--- config.mk ---
export PLATFORM = sky130hd
export DESIGN_NAME = can_tx_scheduler
export DESIGN_NICKNAME = d
export VERILOG_FILES = /design/src/rtl/can_tx_scheduler.sv
export SDC_FILE = /design/constraint.sdc
export NUM_CORES = 1
export LEC_CHECK = 0
export ABC_AREA = 0
export CAP_MARGIN = 20
export CELL_PAD_IN_SITES_DETAIL_PLACEMENT = 2
export CELL_PAD_IN_SITES_GLOBAL_PLACEMENT = 2
export CORE_MARGIN = 8
export CORE_UTILIZATION = 42
export CTS_CLUSTER_DIAMETER = 200
export DETAILED_ROUTE_END_ITERATION = 8
export PLACE_DENSITY_LB_ADDON = 0.1
export SKIP_LAST_GASP = 1
export SYNTH_ARGS = -nofsm -noshare
export SYNTH_HDL_FRONTEND = slang
export SYNTH_SLANG_ARGS = --single-unit
--- constraint.sdc ---
create_clock -name clk -period 22.7 [get_ports clk]
set_input_delay 6.81 -clock clk [delete_from_list [all_inputs] [get_ports clk]]
set_output_delay 6.81 -clock clk [all_outputs]
set_load 0.02 [all_outputs]
--- src/rtl/can_tx_scheduler.sv ---
// Multi-mailbox CAN transmit scheduler: picks the pending mailbox with the lowest ID,
// hands it to the controller, retries on start timeout and reports done/fail per mailbox.
module can_tx_scheduler #(
  parameter int NUM_MB        = 4,
  parameter int START_TIMEOUT = 1024,
  parameter int MAX_RETRY     = 3
) (
  input  logic              clk,
  input  logic              rst_n,
  input  logic              wr_en,
  input  logic [2:0]        wr_idx,
  input  logic [10:0]       wr_id,
  input  logic [3:0]        wr_dlc,
  input  logic [63:0]       wr_data,
  input  logic              abort_en,
  input  logic [2:0]        abort_idx,
  output logic              tx_request,
  output logic [10:0]       tx_id,
  output logic [3:0]        tx_dlc,
  output logic [63:0]       tx_data,
  input  logic              tx_idle,
  output logic [NUM_MB-1:0] pending,
  output logic              done_pulse,
  output logic              fail_pulse,
  output logic [2:0]        evt_idx,
  output logic              busy
);

  localparam int TW = $clog2(START_TIMEOUT + 1);
  localparam int RW = $clog2(MAX_RETRY + 2);

  typedef enum logic [2:0] {
    S_IDLE, S_SELECT, S_REQ, S_WAIT_START, S_WAIT_DONE, S_DONE, S_FAIL
  } state_t;

  state_t            state_q;
  logic [10:0]       id_q   [NUM_MB];
  logic [3:0]        dlc_q  [NUM_MB];
  logic [63:0]       data_q [NUM_MB];
  logic [NUM_MB-1:0] pending_q, pending_d, cand;
  logic [2:0]        active_q, evt_q;
  logic [TW-1:0]     timer_q;
  logic [RW-1:0]     retry_q;
  logic              tx_request_q, done_q, fail_q;
  logic [10:0]       tx_id_q;
  logic [3:0]        tx_dlc_q;
  logic [63:0]       tx_data_q;

  logic wr_valid, ab_valid, guard_state, wr_accept, ab_win, ab_active, ab_clear, finish;

  assign wr_valid    = wr_en    && ({1'b0, wr_idx}    < 4'(NUM_MB));
  assign ab_valid    = abort_en && ({1'b0, abort_idx} < 4'(NUM_MB));
  assign guard_state = (state_q == S_WAIT_START) || (state_q == S_WAIT_DONE);
  assign wr_accept   = wr_valid && !(guard_state && (wr_idx == active_q));
  assign ab_win      = ab_valid && !(wr_accept && (wr_idx == abort_idx));
  assign ab_active   = ab_win && (abort_idx == active_q) &&
                       ((state_q == S_REQ) || (state_q == S_WAIT_START));
  // Once the frame is on the bus the abort can no longer take effect.
  assign ab_clear    = ab_win && !((abort_idx == active_q) && (state_q == S_WAIT_DONE));
  assign finish      = (state_q == S_DONE) || (state_q == S_FAIL);

  for (genvar gi = 0; gi < NUM_MB; gi++) begin : g_pend
    assign cand[gi]      = pending_q[gi] && !(ab_clear && (abort_idx == 3'(gi)));
    assign pending_d[gi] = (wr_accept && (wr_idx == 3'(gi))) ||
                           (cand[gi] && !(finish && (active_q == 3'(gi))));
  end

  logic        sel_found;
  logic [2:0]  sel_idx;
  logic [10:0] sel_id;
  logic [3:0]  sel_dlc;
  logic [63:0] sel_data;

  // Strict less-than keeps the lowest index on equal IDs.
  always_comb begin
    sel_found = 1'b0;
    sel_idx   = '0;
    sel_id    = '0;
    sel_dlc   = '0;
    sel_data  = '0;
    for (int i = 0; i < NUM_MB; i++) begin
      if (cand[i] && (!sel_found || (id_q[i] < sel_id))) begin
        sel_found = 1'b1;
        sel_idx   = 3'(i);
        sel_id    = id_q[i];
        sel_dlc   = dlc_q[i];
        sel_data  = data_q[i];
      end
    end
  end

  always_ff @(posedge clk or negedge rst_n) begin
    if (!rst_n) begin
      for (int i = 0; i < NUM_MB; i++) begin
        id_q[i]   <= '0;
        dlc_q[i]  <= '0;
        data_q[i] <= '0;
      end
    end else if (wr_accept) begin
      for (int i = 0; i < NUM_MB; i++) begin
        if (wr_idx == 3'(i)) begin
          id_q[i]   <= wr_id;
          dlc_q[i]  <= wr_dlc;
          data_q[i] <= wr_data;
        end
      end
    end
  end

  always_ff @(posedge clk or negedge rst_n) begin
    if (!rst_n) begin
      state_q      <= S_IDLE;
      pending_q    <= '0;
      active_q     <= '0;
      evt_q        <= '0;
      timer_q      <= '0;
      retry_q      <= '0;
      tx_request_q <= 1'b0;
      done_q       <= 1'b0;
      fail_q       <= 1'b0;
      tx_id_q      <= '0;
      tx_dlc_q     <= '0;
      tx_data_q    <= '0;
    end else begin
      pending_q    <= pending_d;
      tx_request_q <= 1'b0;
      done_q       <= 1'b0;
      fail_q       <= 1'b0;
      case (state_q)
        S_IDLE: if ((|pending_q) && tx_idle) state_q <= S_SELECT;
        S_SELECT: begin
          if (sel_found) begin
            active_q     <= sel_idx;
            tx_id_q      <= sel_id;
            tx_dlc_q     <= sel_dlc;
            tx_data_q    <= sel_data;
            tx_request_q <= 1'b1;
            state_q      <= S_REQ;
          end else begin
            state_q <= S_IDLE;
          end
        end
        S_REQ: begin
          timer_q <= '0;
          if (ab_active) begin
            retry_q <= '0;
            state_q <= S_IDLE;
          end else begin
            state_q <= S_WAIT_START;
          end
        end
        S_WAIT_START: begin
          if (ab_active) begin
            retry_q <= '0;
            state_q <= S_IDLE;
          end else if (!tx_idle) begin
            state_q <= S_WAIT_DONE;
          end else if (timer_q == TW'(START_TIMEOUT - 1)) begin
            if (retry_q < RW'(MAX_RETRY)) begin
              retry_q      <= retry_q + RW'(1);
              tx_request_q <= 1'b1;
              state_q      <= S_REQ;
            end else begin
              fail_q  <= 1'b1;
              evt_q   <= active_q;
              state_q <= S_FAIL;
            end
          end else begin
            timer_q <= timer_q + TW'(1);
          end
        end
        S_WAIT_DONE: begin
          if (tx_idle) begin
            done_q  <= 1'b1;
            evt_q   <= active_q;
            state_q <= S_DONE;
          end
        end
        S_DONE, S_FAIL: begin
          retry_q <= '0;
          state_q <= S_IDLE;
        end
        default: state_q <= S_IDLE;
      endcase
    end
  end

  assign tx_request = tx_request_q;
  assign tx_id      = tx_id_q;
  assign tx_dlc     = tx_dlc_q;
  assign tx_data    = tx_data_q;
  assign pending    = pending_q;
  assign done_pulse = done_q;
  assign fail_pulse = fail_q;
  assign evt_idx    = evt_q;
  assign busy       = (state_q != S_IDLE);

endmodule
==> results by stage <==
Clock tree:
- The H-tree generated during clock tree synthesis spans 2 levels.
- Counting along the longest clock path gives a buffer depth of 3.
- The count of buffers added by post-CTS timing repair for setup is 0.
- The clock root buffer master is sky130_fd_sc_hd__clkbuf_16.
- TritonCTS built the clock tree.
- The hold buffer count at CTS is 0.
- Clock-pin slew was measured on the worst setup and hold paths at 50 ps.
- The later pin in the worst-skew pair is clocked with a latency of 590 ps.
- Post-CTS repair changed the size of 0 cells.
- The CTS buffer count is 47.
- Counting every sink on the clock net gives around 420.

Die:
- The area of the die is approximately 54,000 µm².
- After floorplanning, the core was divided into 79 placement rows.
- The core region is between 40,000 and 50,000 µm².
- The die extent in y is 233 µm.
- The horizontal extent of the die is 233 µm.
- The top-level port count is 180.
- The effective utilization at floorplan is 42.5%.

Timing:
- For the final database, setup skew stands at a little under 20 ps.
- In this run the tightest slew margin relative to its limit is 24.6%.
- Setup violations remaining at the end of the flow were counted as 0.
- The final-report max-slew violation count was 0.
- The final hold violation count came to 0.
- Setup repair after global routing left no endpoint under its margin.
- The final period utilization is between 70% and 80%.
- The transition time of the tightest slew-check pin is approximately 1100 ps.
- The fmax is 0.0554 GHz.
- Setup total negative slack on the finished layout was measured at 0 ps.
- The shortest period the worst path allows is 18,060 ps.

Critical path:
- STA classifies the critical path endpoint as a flop.
- STA puts the critical path data arrival time at 18,550 ps.
- Setup slack on the worst reg-to-reg path comes out at ~11,000 ps.
- The most repeated library cell on the critical path is sky130_fd_sc_hd__buf_4.
- The largest stage delay on the critical path is between 800 and 900 ps.
- The startpoint class of the critical path is a primary input.
- Along the worst path, the maximum fanout reaches 81.
- The data required time of the critical path is 23,190 ps.
- The slowest stage of the critical path belongs to the cell sky130_fd_sc_hd__buf_4.
- The class of the most critical setup path is primary input to flop.

Synth:
- The post-synthesis sequential area ratio is 53.4%.
- The post-synth net total is around 1,900.
- The share of flip-flops with an asynchronous set or reset after synthesis is 100%.
- The most used flip-flop cell after synthesis is sky130_fd_sc_hd__dfrtp_1.
- After synthesis, the netlist uses 63 different library cells.
- After synthesis, the mean cell area works out to approximately 11 µm².
- The total of warnings raised by yosys is 0.
- The number of storage elements in the synthesis netlist is 423.
- The synthesized cell area is ~20,000 µm².
- The number of enable flip-flop cells after synthesis is 0.
- The gate count after technology mapping is approximately 1,800.

Final layout:
- Compared with the post-synthesis result, the final layout area differs by 19.6%.
- The number of nets in the final layout is 2,007.
- In the final layout, the share of cells above drive strength 1 is between 20% and 30%.
- The leading cell type in the layout, fill and taps excluded is sky130_fd_sc_hd__dfrtp_1.
- The library cells used most frequently in the layout, excluding fill and tap cells, are sky130_fd_sc_hd__dfrtp_1, sky130_fd_sc_hd__mux2_2, sky130_fd_sc_hd__clkdlybuf4s50_1, sky130_fd_sc_hd__a21oi_1, sky130_fd_sc_hd__nor2_1.
- The repair_antennas step left the layout with diodes totalling 0.
- The filler cell count is roughly 4,600.
- The filler-free cell count of the finished design is approximately 2,500.
- With fillers left out, the area of the finished cells amounts to around 24,000 µm².

Outcome:
- The flow ran to the end, and the final reports show no timing, DRC or antenna violations.

Global route:
- Entering global routing, the biggest net connects 160 pins.
- The number of global-route vias before repair is approximately 17,000.
- The number of antenna violations at the first check in global routing is 2.
- Global routing used about 4.3% of the available met3 tracks.
- The first-pass GRT wire length is slightly above 100,000 µm.
- For this run, global-route usage on met2 was measured as between 40 and 50%.
- After global routing the overflow that remains totals 0.
- The met1 capacity usage during global routing is between 20% and 30%.
- In this run the most used layer during global routing was met2.
- For this run, the total global-route usage over all layers was measured as about a quarter.

Route:
- The DRC violation count after routing is 0.
- The total via count after detailed routing is about 15,000.
- After detailed routing, the average wire length per cell comes to approximately 26 µm.
- After detailed routing, the number of vias per cell comes to between 5 and 6.
- The number of nets with antenna violations after detailed routing is 0.
- The detailed-router iteration count before antenna repair is 4.
- The DRC violation total after the first TritonRoute iteration is around 650.
- The total routed wirelength is roughly 65,000 µm.

Power:
- For this design the ratio of total power to cell area is around 150 nW/µm².
- The leakage power is 9.72 nW.
- The maximum ir drop on the vdd rail is about 0.082 mV.

Placed design:
- During placement, the flow inserted port buffers numbering 178.
- The post-placement cell area is between 20,000 and 25,000 µm².
- Routability-driven placement finished with a final weighted congestion of 0.841.
- The wire-length estimate of the detail-placed layout is ~39,000 µm.
- The number of placed instances, taps included, is 2,439.

Flow run:
- Across the run, the number of max-cap violations was 0.

Hold path:
- The tightest min-delay check is of the flop to flop type.
==> synth_stat cells, types with 3 or more instances <==
cell type | number | area share [%]
sky130_fd_sc_hd__nor2_1 | 116 | 2.2
sky130_fd_sc_hd__inv_1 | 13 | 0.25
sky130_fd_sc_hd__nand2b_1 | 8 | 0.25
sky130_fd_sc_hd__nor4_1 | 6 | 0.19
sky130_fd_sc_hd__xor2_1 | 5 | 0.22
sky130_fd_sc_hd__nand4_1 | 7 | 0.22
sky130_fd_sc_hd__o22ai_1 | 81 | 2.6
sky130_fd_sc_hd__o21ai_0 | 18 | 0.45
sky130_fd_sc_hd__o21ai_1 | 4 | 0.10
sky130_fd_sc_hd__and2_1 | 80 | 2.5
sky130_fd_sc_hd__or3_1 | 7 | 0.22
sky130_fd_sc_hd__a31oi_1 | 83 | 2.6
sky130_fd_sc_hd__buf_2 | 28 | 0.71
sky130_fd_sc_hd__a211o_1 | 4 | 0.18
sky130_fd_sc_hd__dfrtp_1 | 423 | 53
sky130_fd_sc_hd__a21o_1 | 10 | 0.38
sky130_fd_sc_hd__clkbuf_1 | 103 | 2.0
sky130_fd_sc_hd__a21oi_1 | 159 | 4.0
sky130_fd_sc_hd__o21a_1 | 3 | 0.11
sky130_fd_sc_hd__a22oi_1 | 11 | 0.42
sky130_fd_sc_hd__nand2_1 | 110 | 2.1
sky130_fd_sc_hd__mux2_2 | 317 | 18
sky130_fd_sc_hd__ha_1 | 31 | 2.0
sky130_fd_sc_hd__buf_1 | 4 | 0.076
sky130_fd_sc_hd__xnor2_1 | 10 | 0.44
sky130_fd_sc_hd__nand3_1 | 78 | 2.0
sky130_fd_sc_hd__nor3_1 | 8 | 0.20
==> per-stage QoR <==
step / setup slack, ps / hold WS (ps) / util, % / total power, W
3_5_place_dp: 4290 / 488 / 47.3 / 0.00282
4_1_cts: 4710 / 501 / 50.6 / 0.00361
5_1_grt: 4040 / 509 / 50.9 / 0.00380
6_report: 4640 / 498 / 50.9 / 0.00358
2_1_floorplan: 8470 / 450 / - / 0.00218
3_3_place_gp: 4690 / 475 / 47.3 / 0.00273
==> where the power goes <==
part | internal (W) | switching [W] | leakage [nW] | total [W]
logic | 0.000634 | 0.000989 | 3.90 | 0.00162
clock network | 0.000440 | 0.000316 | 0.751 | 0.000756
registers | 0.00102 | 0.000181 | 5.07 | 0.00120
==> critical path: cells and delay by family <==
| kind | cells | cell delay, ps |
|---|---|---|
| AOI/OAI and AO/OA | 18 | 4910 |
| buffers and inverters | 5 | 3640 |
| and+or+nand+nor | 9 | 1810 |
| adders and majority gates | 3 | 990 |
| xor gates and xnor gates | 1 | 200 |
==> area by class of cell <==
class | instances | area (µm²) | share of cell area, %
flip-flops and latches | 423 | 10600 | 44.7
multi-input cells | 1198 | 8700 | 36.7
repair buffers | 203 | 2070 | 8.76
clock buffers | 74 | 1460 | 6.17
well taps | 607 | 759 | 3.21
clock inverters | 8 | 57.6 | 0.243
inverters | 13 | 48.8 | 0.206
==> path summary, 6_finish.rpt <==
check                             startpoint  cells after the start     endpoint
worst min-delay path             data_q[115]                      1  data_q[115]
worst max-delay path            abort_idx[0]                     36   tx_data[7]
max in group asynchronous              rst_n                      4     id_q[40]
worst min register to register   data_q[115]                      1  data_q[115]
worst max register to register    state_q[0]                     35   tx_data[7]
min in group asynchronous              rst_n                      1   done_pulse
==> cells by family (layout without fill, tap and decap cells) <==
| group | after synthesis | in the layout | synth area share, % |
|---|---|---|---|
| buffers and inverters | 151 | 298 | 3.13 |
| adder cells (fa/ha/maj) | 31 | 31 | 1.96 |
| other | 1 | 1 | 0.0189 |
| AO/OA/AOI/OAI | 395 | 395 | 12.0 |
| XOR/XNOR | 15 | 15 | 0.663 |
| multiplexers | 320 | 320 | 18.2 |
| flip-flops | 423 | 423 | 53.4 |
| AND/OR/NAND/NOR | 436 | 436 | 10.6 |
==> layer usage <==
layer  vias up  routed length [µm]
met5         -                  23
met4         4                1640
met3        93                2460
met2       260               32700
met1      8028               27800
li1       6600                   -
==> flip-flops by register name, indices dropped and copies added (netlist names) <==
signal / count
active_q: 2
data_q: 256
dlc_q: 16
done_pulse: 1
evt_idx: 2
fail_pulse: 1
id_q: 44
pending: 4
retry_q: 3
state_q: 3
timer_q: 11
tx_data: 64
tx_dlc: 4
tx_id: 11
tx_request: 1
Note: power is estimated with default switching activity, not from simulation.
